<file path="src/rtl/ram_slot_if.sv">
// Bus between the slot arbiter and its requesters/RAM pins: strobes, requests, acks and
// the multiplexed DRAM interface. clk32/res stay outside as plain ports.
interface ram_slot_if #(
    parameter int RA_W = 10
);
    logic                slot_en;
    logic                addrsel_en;
    logic                latch_en;

    // Handshake: a requester raises *_req (level) with addr/we stable and holds all three
    // until it sees a one-clock *_ack; the ack is the only completion signal, never sent ungranted.
    logic                vid_req;
    logic [2*RA_W-1:0]   vid_addr;
    logic                dma_req;
    logic                dma_we;
    logic [2*RA_W-1:0]   dma_addr;
    logic                cpu_req;
    logic                cpu_we;
    logic [2*RA_W-1:0]   cpu_addr;

    logic                vid_ack;
    logic                dma_ack;
    logic                cpu_ack;
    logic [2:0]          owner;
    logic [RA_W-1:0]     ram_addr;
    logic                ram_we;
    logic                ras_n;
    logic                cas_n;
    logic [2:0]          ref_pending;
    logic [2:0]          dbg_state;

    modport slave (
        input  slot_en, addrsel_en, latch_en,
        input  vid_req, vid_addr, dma_req, dma_we, dma_addr, cpu_req, cpu_we, cpu_addr,
        output vid_ack, dma_ack, cpu_ack, owner, ram_addr, ram_we, ras_n, cas_n,
        output ref_pending, dbg_state
    );

    modport master (
        output slot_en, addrsel_en, latch_en,
        output vid_req, vid_addr, dma_req, dma_we, dma_addr, cpu_req, cpu_we, cpu_addr,
        input  vid_ack, dma_ack, cpu_ack, owner, ram_addr, ram_we, ras_n, cas_n,
        input  ref_pending, dbg_state
    );
endinterface

</file>
<file path="src/rtl/ram_slot_arbiter.sv">
// DRAM slot arbiter: picks refresh/video/DMA/CPU at each slot strobe and sequences
// RAS/CAS and the row/column address mux, acking the owner at the latch point.
module ram_slot_arbiter #(
    parameter int RA_W        = 10,
    parameter int REFRESH_DIV = 64,
    parameter int REF_MAX     = 3
) (
    input  logic      clk32,
    input  logic      res,
    ram_slot_if.slave bus
);
    localparam int              AW        = 2 * RA_W;
    localparam int              SC_W      = $clog2(REFRESH_DIV);
    localparam logic [SC_W-1:0] SLOT_LAST = SC_W'(REFRESH_DIV - 1);
    localparam logic [3:0]      REF_MAX_W = 4'(REF_MAX);
    localparam logic [2:0]      REF_MAX_N = 3'(REF_MAX);

    localparam logic [2:0] OWN_NONE = 3'd0;
    localparam logic [2:0] OWN_REF  = 3'd1;
    localparam logic [2:0] OWN_VID  = 3'd2;
    localparam logic [2:0] OWN_DMA  = 3'd3;
    localparam logic [2:0] OWN_CPU  = 3'd4;

    typedef enum logic [2:0] {
        S_IDLE  = 3'd0,
        S_ROW   = 3'd1,
        S_COL   = 3'd2,
        S_DONE  = 3'd3,
        S_ABORT = 3'd4
    } state_t;

    state_t          state_q, state_d;
    logic [2:0]      owner_q, owner_d;
    logic [AW-1:0]   addr_q, addr_d;
    logic            we_q, we_d;
    logic [RA_W-1:0] ram_addr_q, ram_addr_d;
    logic            ras_n_q, ras_n_d;
    logic            cas_n_q, cas_n_d;
    logic            vid_ack_q, vid_ack_d;
    logic            dma_ack_q, dma_ack_d;
    logic            cpu_ack_q, cpu_ack_d;
    logic [SC_W-1:0] slot_cnt_q, slot_cnt_d;
    logic [RA_W-1:0] ref_row_q, ref_row_d;
    logic [2:0]      ref_pending_q, ref_pending_d;

    logic            restore;
    logic            wrap;
    logic            grant_ref;
    logic [3:0]      pend_eff;
    logic [3:0]      pend_new;
    logic [RA_W-1:0] ref_row_eff;
    logic [2:0]      grant;
    logic [AW-1:0]   grant_addr;
    logic            grant_we;

    // A refresh slot cut short by a strobe fault was already counted off at grant;
    // hand it back so this edge's arbitration sees it as still pending.
    always_comb begin
        restore     = bus.slot_en && (state_q != S_IDLE) && (state_q != S_DONE) &&
                      (owner_q == OWN_REF);
        pend_eff    = {1'b0, ref_pending_q} + {3'b000, restore};
        ref_row_eff = ref_row_q - RA_W'(restore);
        wrap        = bus.slot_en && (slot_cnt_q == SLOT_LAST);

        grant      = OWN_NONE;
        grant_addr = '0;
        grant_we   = 1'b0;
        if (pend_eff == REF_MAX_W) begin
            grant      = OWN_REF;
            grant_addr = {ref_row_eff, {RA_W{1'b0}}};
        end else if (bus.vid_req) begin
            grant      = OWN_VID;
            grant_addr = bus.vid_addr;
        end else if (pend_eff != 4'd0) begin
            grant      = OWN_REF;
            grant_addr = {ref_row_eff, {RA_W{1'b0}}};
        end else if (bus.dma_req) begin
            grant      = OWN_DMA;
            grant_addr = bus.dma_addr;
            grant_we   = bus.dma_we;
        end else if (bus.cpu_req) begin
            grant      = OWN_CPU;
            grant_addr = bus.cpu_addr;
            grant_we   = bus.cpu_we;
        end
        grant_ref = (grant == OWN_REF);
        pend_new  = pend_eff - {3'b000, grant_ref} + {3'b000, wrap};
    end

    always_comb begin
        state_d       = state_q;
        owner_d       = owner_q;
        addr_d        = addr_q;
        we_d          = we_q;
        ram_addr_d    = ram_addr_q;
        ras_n_d       = ras_n_q;
        cas_n_d       = cas_n_q;
        vid_ack_d     = 1'b0;
        dma_ack_d     = 1'b0;
        cpu_ack_d     = 1'b0;
        slot_cnt_d    = slot_cnt_q;
        ref_row_d     = ref_row_q;
        ref_pending_d = ref_pending_q;

        if (bus.slot_en) begin
            slot_cnt_d    = wrap ? '0 : slot_cnt_q + 1'b1;
            ref_pending_d = (pend_new > REF_MAX_W) ? REF_MAX_N : pend_new[2:0];
            ref_row_d     = ref_row_eff + RA_W'(grant_ref);
            owner_d       = grant;
            addr_d        = grant_addr;
            we_d          = grant_we;
            ras_n_d       = 1'b1;
            cas_n_d       = 1'b1;
            if (grant == OWN_NONE) begin
                state_d = S_IDLE;
            end else if (state_q == S_IDLE) begin
                state_d    = S_ROW;
                ras_n_d    = 1'b0;
                ram_addr_d = grant_addr[AW-1:RA_W];
            end else begin
                // Strobe fault: one clock with both strobes high before the new row opens.
                state_d = S_ABORT;
            end
        end else begin
            case (state_q)
                S_ABORT: begin
                    state_d    = S_ROW;
                    ras_n_d    = 1'b0;
                    ram_addr_d = addr_q[AW-1:RA_W];
                end
                S_ROW: begin
                    if (bus.addrsel_en) begin
                        state_d = S_COL;
                        if (owner_q != OWN_REF) begin
                            cas_n_d    = 1'b0;
                            ram_addr_d = addr_q[RA_W-1:0];
                        end
                    end
                end
                S_COL: begin
                    if (bus.latch_en) begin
                        state_d   = S_DONE;
                        ras_n_d   = 1'b1;
                        cas_n_d   = 1'b1;
                        vid_ack_d = (owner_q == OWN_VID);
                        dma_ack_d = (owner_q == OWN_DMA);
                        cpu_ack_d = (owner_q == OWN_CPU);
                    end
                end
                S_DONE: begin
                    state_d = S_IDLE;
                    owner_d = OWN_NONE;
                    we_d    = 1'b0;
                end
                default: begin
                    state_d = S_IDLE;
                end
            endcase
        end
    end

    always_ff @(posedge clk32 or posedge res) begin
        if (res) begin
            state_q       <= S_IDLE;
            owner_q       <= OWN_NONE;
            addr_q        <= '0;
            we_q          <= 1'b0;
            ram_addr_q    <= '0;
            ras_n_q       <= 1'b1;
            cas_n_q       <= 1'b1;
            vid_ack_q     <= 1'b0;
            dma_ack_q     <= 1'b0;
            cpu_ack_q     <= 1'b0;
            slot_cnt_q    <= '0;
            ref_row_q     <= '0;
            ref_pending_q <= '0;
        end else begin
            state_q       <= state_d;
            owner_q       <= owner_d;
            addr_q        <= addr_d;
            we_q          <= we_d;
            ram_addr_q    <= ram_addr_d;
            ras_n_q       <= ras_n_d;
            cas_n_q       <= cas_n_d;
            vid_ack_q     <= vid_ack_d;
            dma_ack_q     <= dma_ack_d;
            cpu_ack_q     <= cpu_ack_d;
            slot_cnt_q    <= slot_cnt_d;
            ref_row_q     <= ref_row_d;
            ref_pending_q <= ref_pending_d;
        end
    end

    assign bus.owner       = owner_q;
    assign bus.ram_addr    = ram_addr_q;
    assign bus.ram_we      = we_q;
    assign bus.ras_n       = ras_n_q;
    assign bus.cas_n       = cas_n_q;
    assign bus.vid_ack     = vid_ack_q;
    assign bus.dma_ack     = dma_ack_q;
    assign bus.cpu_ack     = cpu_ack_q;
    assign bus.ref_pending = ref_pending_q;
    assign bus.dbg_state   = state_q;
endmodule
</file>
<file path="src/flat_wrapper.sv">
// flat-port wrapper written by rule: the top's interface ports become plain ports
module ram_slot_arbiter_flat 
#(
    parameter int RA_W        = 10,
    parameter int REFRESH_DIV = 64,
    parameter int REF_MAX     = 3
)
  (clk32, res, bus_slot_en, bus_addrsel_en, bus_latch_en, bus_vid_req, bus_vid_addr, bus_dma_req, bus_dma_we, bus_dma_addr, bus_cpu_req, bus_cpu_we, bus_cpu_addr, bus_vid_ack, bus_dma_ack, bus_cpu_ack, bus_owner, bus_ram_addr, bus_ram_we, bus_ras_n, bus_cas_n, bus_ref_pending, bus_dbg_state);
  ram_slot_if #(.RA_W(RA_W)) bus_i ();
  input  logic clk32;
  input  logic res;
  input wire logic [$bits(bus_i.slot_en)-1:0] bus_slot_en;
  input wire logic [$bits(bus_i.addrsel_en)-1:0] bus_addrsel_en;
  input wire logic [$bits(bus_i.latch_en)-1:0] bus_latch_en;
  input wire logic [$bits(bus_i.vid_req)-1:0] bus_vid_req;
  input wire logic [$bits(bus_i.vid_addr)-1:0] bus_vid_addr;
  input wire logic [$bits(bus_i.dma_req)-1:0] bus_dma_req;
  input wire logic [$bits(bus_i.dma_we)-1:0] bus_dma_we;
  input wire logic [$bits(bus_i.dma_addr)-1:0] bus_dma_addr;
  input wire logic [$bits(bus_i.cpu_req)-1:0] bus_cpu_req;
  input wire logic [$bits(bus_i.cpu_we)-1:0] bus_cpu_we;
  input wire logic [$bits(bus_i.cpu_addr)-1:0] bus_cpu_addr;
  output wire logic [$bits(bus_i.vid_ack)-1:0] bus_vid_ack;
  output wire logic [$bits(bus_i.dma_ack)-1:0] bus_dma_ack;
  output wire logic [$bits(bus_i.cpu_ack)-1:0] bus_cpu_ack;
  output wire logic [$bits(bus_i.owner)-1:0] bus_owner;
  output wire logic [$bits(bus_i.ram_addr)-1:0] bus_ram_addr;
  output wire logic [$bits(bus_i.ram_we)-1:0] bus_ram_we;
  output wire logic [$bits(bus_i.ras_n)-1:0] bus_ras_n;
  output wire logic [$bits(bus_i.cas_n)-1:0] bus_cas_n;
  output wire logic [$bits(bus_i.ref_pending)-1:0] bus_ref_pending;
  output wire logic [$bits(bus_i.dbg_state)-1:0] bus_dbg_state;
  assign bus_i.slot_en = bus_slot_en;
  assign bus_i.addrsel_en = bus_addrsel_en;
  assign bus_i.latch_en = bus_latch_en;
  assign bus_i.vid_req = bus_vid_req;
  assign bus_i.vid_addr = bus_vid_addr;
  assign bus_i.dma_req = bus_dma_req;
  assign bus_i.dma_we = bus_dma_we;
  assign bus_i.dma_addr = bus_dma_addr;
  assign bus_i.cpu_req = bus_cpu_req;
  assign bus_i.cpu_we = bus_cpu_we;
  assign bus_i.cpu_addr = bus_cpu_addr;
  assign bus_vid_ack = bus_i.vid_ack;
  assign bus_dma_ack = bus_i.dma_ack;
  assign bus_cpu_ack = bus_i.cpu_ack;
  assign bus_owner = bus_i.owner;
  assign bus_ram_addr = bus_i.ram_addr;
  assign bus_ram_we = bus_i.ram_we;
  assign bus_ras_n = bus_i.ras_n;
  assign bus_cas_n = bus_i.cas_n;
  assign bus_ref_pending = bus_i.ref_pending;
  assign bus_dbg_state = bus_i.dbg_state;
  ram_slot_arbiter #(.RA_W(RA_W), .REFRESH_DIV(REFRESH_DIV), .REF_MAX(REF_MAX)) u_core (.clk32(clk32), .res(res), .bus(bus_i));
endmodule
</file>
<file path="config.mk">
export PLATFORM = sky130hd
export DESIGN_NAME = ram_slot_arbiter_flat
export DESIGN_NICKNAME = d
export VERILOG_FILES = /design/src/rtl/ram_slot_if.sv /design/src/rtl/ram_slot_arbiter.sv /design/src/flat_wrapper.sv
export SDC_FILE = /design/constraint.sdc
export NUM_CORES = 1
export LEC_CHECK = 0
export CELL_PAD_IN_SITES_DETAIL_PLACEMENT = 1
export CELL_PAD_IN_SITES_GLOBAL_PLACEMENT = 1
export CORE_ASPECT_RATIO = 0.9
export CORE_MARGIN = 8
export CORE_UTILIZATION = 35
export CTS_CLUSTER_DIAMETER = 50
export CTS_CLUSTER_SIZE = 24
export DETAILED_ROUTE_END_ITERATION = 12
export PLACE_DENSITY = 0.83
export SYNTH_ARGS = -nofsm -noshare
export SYNTH_HDL_FRONTEND = slang
export SYNTH_SLANG_ARGS = --single-unit
</file>
<file path="constraint.sdc">
create_clock -name clk32 -period 6.05 [get_ports clk32]
set_input_delay 1.21 -clock clk32 [delete_from_list [all_inputs] [get_ports clk32]]
set_output_delay 1.21 -clock clk32 [all_outputs]
set_load 0.005 [all_outputs]
</file>
# Word-level counts from Yosys, hierarchy flattened
# Cells that the tools add are included.
word_totals:
  latch_bits: 0
  word_cells: 105
  ramBits: 0
  out_inout_bits: 25
  reg_bits: 61
  input_bits: 70
  rom_bits: 0
  n_memories: 0
op_classes:
  n_eq_ne: 18
  n_mul: 0
  n_lt_le_gt_ge: 1
  addsub: 6
  n_reduce_logical: 16
  div: 0
  n_mux: 51
  shifts: 0
  n_bitwise: 0
ops:
  columns: ["operator", "n"]
  rows:
  - ["2-to-1 mux 20 bit", 5]
  - ["2-to-1 mux 10 bit", 5]
  - ["2-to-1 mux 3 bit", 13]
  - ["2-to-1 mux 1 bit", 23]
  - ["one-hot mux 10 bit (2 select lines)", 1]
  - ["== test 3 x 2 -> 1 bit (second input constant)", 4]
  - ["nonzero test 3 bit", 4]
  - ["adder 10 x 1 -> 10 bit", 1]
  - ["subtractor 10 x 1 -> 10 bit", 1]
  - ["== test 3 x 1 -> 1 bit (second input constant)", 3]
  - ["one-hot mux 3 bit (3 select lines)", 1]
  - ["adder 6 x 1 -> 6 bit (second input constant)", 1]
  - ["== test 3 bit (second input constant)", 2]
  - ["== test 6 bit (second input constant)", 1]
  - ["zero test 3 bit", 2]
  - ["2-to-1 mux 6 bit", 1]
  - ["inequality test 3 x 2 -> 1 bit (second input constant)", 2]
  - ["inequality test 3 bit (second input constant)", 2]
  - ["AND reduction 5 bit", 1]
  - ["adder 3 x 1 -> 4 bit", 1]
  - ["adder 4 x 1 -> 4 bit", 1]
  - ["== test 4 x 2 -> 1 bit (second input constant)", 1]
  - ["> comparator 4 x 2 -> 1 bit (second input constant)", 1]
  - ["logical AND 1 bit", 4]
  - ["9 further kinds", 11]

# Depth between registers and ports, before layout
depth:
  depth_word: 14
  depth_mapped: 19
  depth_no_buf: 18

# Least setup slack after synthesis
# No wires, ideal clock.
synth_path:
  path_kind: "input-to-reg"
  from: "in bus_slot_en"
  to: "reg u_core.ref_pending_q[1] (netlist: u_core.bus.ref_pending[1])"
  arrival_time_ns: 4.997
  setup_ns: 0.126
  stages: 18
  slack_ns: 0.927
  required_time_ns: 5.924
  path_buffers: 2
  path_cell_list: "clkbuf_1 > inv_1 > clkbuf_1 > nor3_1 > ha_1 > ha_1 > xnor2_1 > ha_1 > or3b_2 > a21oi_1 > inv_1 > ha_1 > inv_1 > ha_1 > inv_1 > fa_1 > xnor2_1 > o32a_1"
synth_between:
  elab_chain_len: 13
  elab_cells_between_ends: 15
  classes_between: "add/sub: 3; order compare: 1; eq/ne: 2; mux: 4; reduce/logical: 5"
synth_lines:
  columns: ["item", "line", "source"]
  rows:
  - ["from (decl)", "flat_wrapper.sv:12", "input wire logic [$bits(bus_i.slot_en)-1:0] bus_slot_en;"]
  - ["logical AND 1 bit (3 in a row)", "ram_slot_arbiter.sv:59", "restore = bus.slot_en && (state_q != S_IDLE) && (state_q != S_DONE) &&"]
  - ["adder 3 x 1 -> 4 bit", "ram_slot_arbiter.sv:61", "pend_eff = {1'b0, ref_pending_q} + {3'b000, restore};"]
  - ["nonzero test 4 bit", "ram_slot_arbiter.sv:74", "end else if (pend_eff != 4'd0) begin"]
  - ["2-to-1 mux 3 bit", "ram_slot_arbiter.sv:74", null]
  - ["2-to-1 mux 3 bit", "ram_slot_arbiter.sv:71", "end else if (bus.vid_req) begin"]
  - ["2-to-1 mux 3 bit", "ram_slot_arbiter.sv:68", "if (pend_eff == REF_MAX_W) begin"]
  - ["== test 3 x 1 -> 1 bit", "ram_slot_arbiter.sv:86", "grant_ref = (grant == OWN_REF);"]
  - ["subtractor 4 x 1 -> 4 bit", "ram_slot_arbiter.sv:87", "pend_new = pend_eff - {3'b000, grant_ref} + {3'b000, wrap};"]
  - ["adder 4 x 1 -> 4 bit", "ram_slot_arbiter.sv:87", null]
  - ["> comparator 4 x 2 -> 1 bit", "ram_slot_arbiter.sv:107", "ref_pending_d = (pend_new > REF_MAX_W) ? REF_MAX_N : pend_new[2:0];"]
  - ["2-to-1 mux 3 bit", "ram_slot_arbiter.sv:107", null]
  - ["to (signal assigned)", "ram_slot_arbiter.sv:190", "ref_pending_q <= ref_pending_d;"]
  - ["to (decl)", "ram_slot_arbiter.sv:44", "logic [2:0] ref_pending_q, ref_pending_d;"]
# Parallel ways exist; a longest one is shown, timed or not.
# A chain may end at the register's enable or synchronous reset.

# Worst setup path in the final report
# Ends and elaborated chain as after synthesis.

==> metrics <==
ANT nets after route 0; Final Setup Violations 0; Via-to-Cell Ratio 5.54; WL/cell 20.1 um; fmax 198 MHz; Hold Path Class register to register; GR Util All Layers 18.4%; area leader, netlist dfrtp_1; setup bufs post-CTS 0; Starting Density 35.4%; PnR Total Power 2290 uW; final wirelength 12.9 mm; crit path launch type input port; cell chosen for the clock root clkbuf_16; Lkg Pwr ~0.0022 uW; global-route wire length before repair about 21 mm; Mapped Cells 422; RSZ-0062 raised after global routing no; final hold slack 0.480 ns; total inserted antenna cells 0; IO buf count 94; Worst Skew roughly 0.0065 ns; hold buffer count at CTS 0; Max-slew headroom about a third; Clock Latency Late Sink 0.33 ns; Hold Crit Start u_core.bus.ram_addr[1]; CTS tree done; initial antenna violation count 0; Syn Area/Cell 8.97 sq um; Finished Core Util 47.7%; most common cell after layout, fill and taps aside clkdlybuf4s50_1; pins over their slew limit 0; Async SR Flop Fraction 100%; Synth-to-Final Area Change 34.5%; most frequent cells in the layout clkdlybuf4s50_1, dfrtp_1, nor2_1, nand2_1, o21ai_0; Seq/Total Area, Yosys 40.4%; yosys warns 0; Period minus WS final 5.05 ns; reg2reg end u_core.bus.ref_pending[1]; status finished, final reports clean; nets 589; Pwr Density 449 nW/um^2; critical path class input port to register; Post-Layout Cell Count 643; Die Wd roughly 130 um; setup_tns 0 ns; Synth top area share 39.0%; Ports 95; VDD IR max 172 uV; Worst-path clk slew 0.05 ns; total CTS buffers 9; Final Hold Vio Count 0; detailed router's first-iteration violation count around 270; WHS Path Cells 2; post-CTS resize count 0; worst flop-to-flop path startpoint u_core.bus.dbg_state[1]; Top FF cell, synth dfrtp_1; Setup crit end kind register; Synth Cell Area 3780 sq um; largest net degree at the start of global routing 62; actual slew at the worst max-slew pin around 0.99 ns; WP data required about 6.3 ns; # H-tree levels 3; syn nets roughly 510; Longest Clk Path Bufs 2; Site Rows 36; die area 14400 sq um; core area ~11000 sq um; total number of vias ~3600; chip height 115 um; vias in the first global route 3868; share of cells above drive strength 1 6.67%; max_cap viols 0; Post-synth EDFFs 0; synthesized flop and latch total 61; placed cell count 628; WP data arrival 5.26 ns; Critical Path Fanout Max 7; Layout fillers 1240; post-DP HPWL 9.52 mm; R2R Setup Slk 1.02 ns; grt total ovfl 0; FF-to-FF path depth 17; First-pass DRT Iterations 4; Synth area leaders dfrtp_1, nor2_1, nand2_1; drc violations 0; Cell variety after synth 51; Final Cycle Share 83.4%; final RePlAce weighted congestion 0.852; hold path endpoint u_core.bus.ram_addr[1]; CTS Sinks 61
## power by group
part / leakage, uW / internal (uW) / switching, uW
Combinational: 0.00126 / 489 / 550
Clock: 0.000134 / 316 / 183
Sequential: 0.000763 / 578 / 171
Total: 0.00216 / 1380 / 904
## metrics by stage
step	cell area (sq um)	setup WS, ns
2_1_floorplan	3780	0.927
3_3_place_gp	4810	1.06
3_5_place_dp	4810	0.734
4_1_cts	5090	1.03
5_1_grt	5090	0.737
6_report	5090	1.00
## worst max-delay path by stage
stage | start | slack [ns] | endpoint
final | bus_slot_en | 1.00 | u_core.bus.ref_pending[1]
after global routing | u_core.bus.dbg_state[1] | 0.74 | u_core.bus.ref_pending[1]
after global placement | bus_slot_en | 1.06 | u_core.bus.ref_pending[1]
after CTS | bus_slot_en | 1.03 | u_core.bus.ref_pending[1]
after detailed placement | bus_slot_en | 0.73 | u_core.bus.ref_pending[1]
after floorplan | bus_slot_en | 0.93 | u_core.bus.ref_pending[1]
## layout make-up
type / count / area, sq um / share of cell area (%)
clock inverters: 2 / 35.0 / 0.688
multi-input cells: 317 / 2080 / 40.8
well taps: 133 / 166 / 3.27
repair buffers: 99 / 973 / 19.1
inverters: 18 / 67.6 / 1.33
clock buffers: 13 / 240 / 4.72
flip-flops and latches: 61 / 1530 / 30.0
## registers in the layout, summed over array words and instances, names as in the netlist
register / count
u_core.addr_q: 20
u_core.bus.ref_pending: 3
u_core.bus.ras_n: 1
u_core.bus.ram_addr: 10
u_core.bus.owner: 3
u_core.ref_row_q: 10
u_core.bus.dma_ack: 1
u_core.bus.cas_n: 1
u_core.bus.dbg_state: 3
u_core.bus.cpu_ack: 1
u_core.bus.vid_ack: 1
u_core.bus.ram_we: 1
u_core.slot_cnt_q: 6
## cell families after synthesis
| family | Yosys count | share of synthesized area (%) |
|---|---|---|
| simple gates | 147 | 19.2 |
| compound gates | 117 | 21.0 |
| flops | 61 | 40.4 |
| buf+inv | 44 | 4.66 |
| xor+xnor | 21 | 5.06 |
| mux | 19 | 5.16 |
| fa+ha+maj | 13 | 4.50 |
## metal layers
metal	part of all wire, %	GRT usage [%]	wire, um
met1	42	20.9	5410
met2	51	32.6	6570
met3	5.5	5.26	713
met4	1.9	6.08	251
met5	0	0	0
## critical path, stage by stage
cell and delay, ns:
buf_2 0.09, inv_1 0.05, nor3_1 0.44, ha_1 0.28
ha_1 0.17, xnor2_1 0.15, ha_1 0.28, or3b_2 0.52
a21oi_1 0.28, inv_1 0.22, ha_1 0.34, inv_1 0.06
ha_1 0.16, inv_1 0.08, fa_1 0.43, xnor2_1 0.16
o32a_1 0.33
## cell usage after synthesis, types with 3 or more instances
master,count
dfrtp_1,59
nor2_1,47
nand2_1,45
o21ai_0,31
clkbuf_1,23
a21oi_1,22
inv_1,18
nor2b_1,18
mux2i_1,15
ha_1,12
xnor2_1,12
a221o_1,11
a22oi_1,10
nor3_1,8
o31ai_1,8
xor2_1,8
a211oi_1,6
nand3_1,6
a21o_1,5
nand2b_1,5
nand4_1,5
o22ai_1,5
a221oi_1,4
mux2_2,4
a31oi_1,3
(Power assumes the default switching activity.)
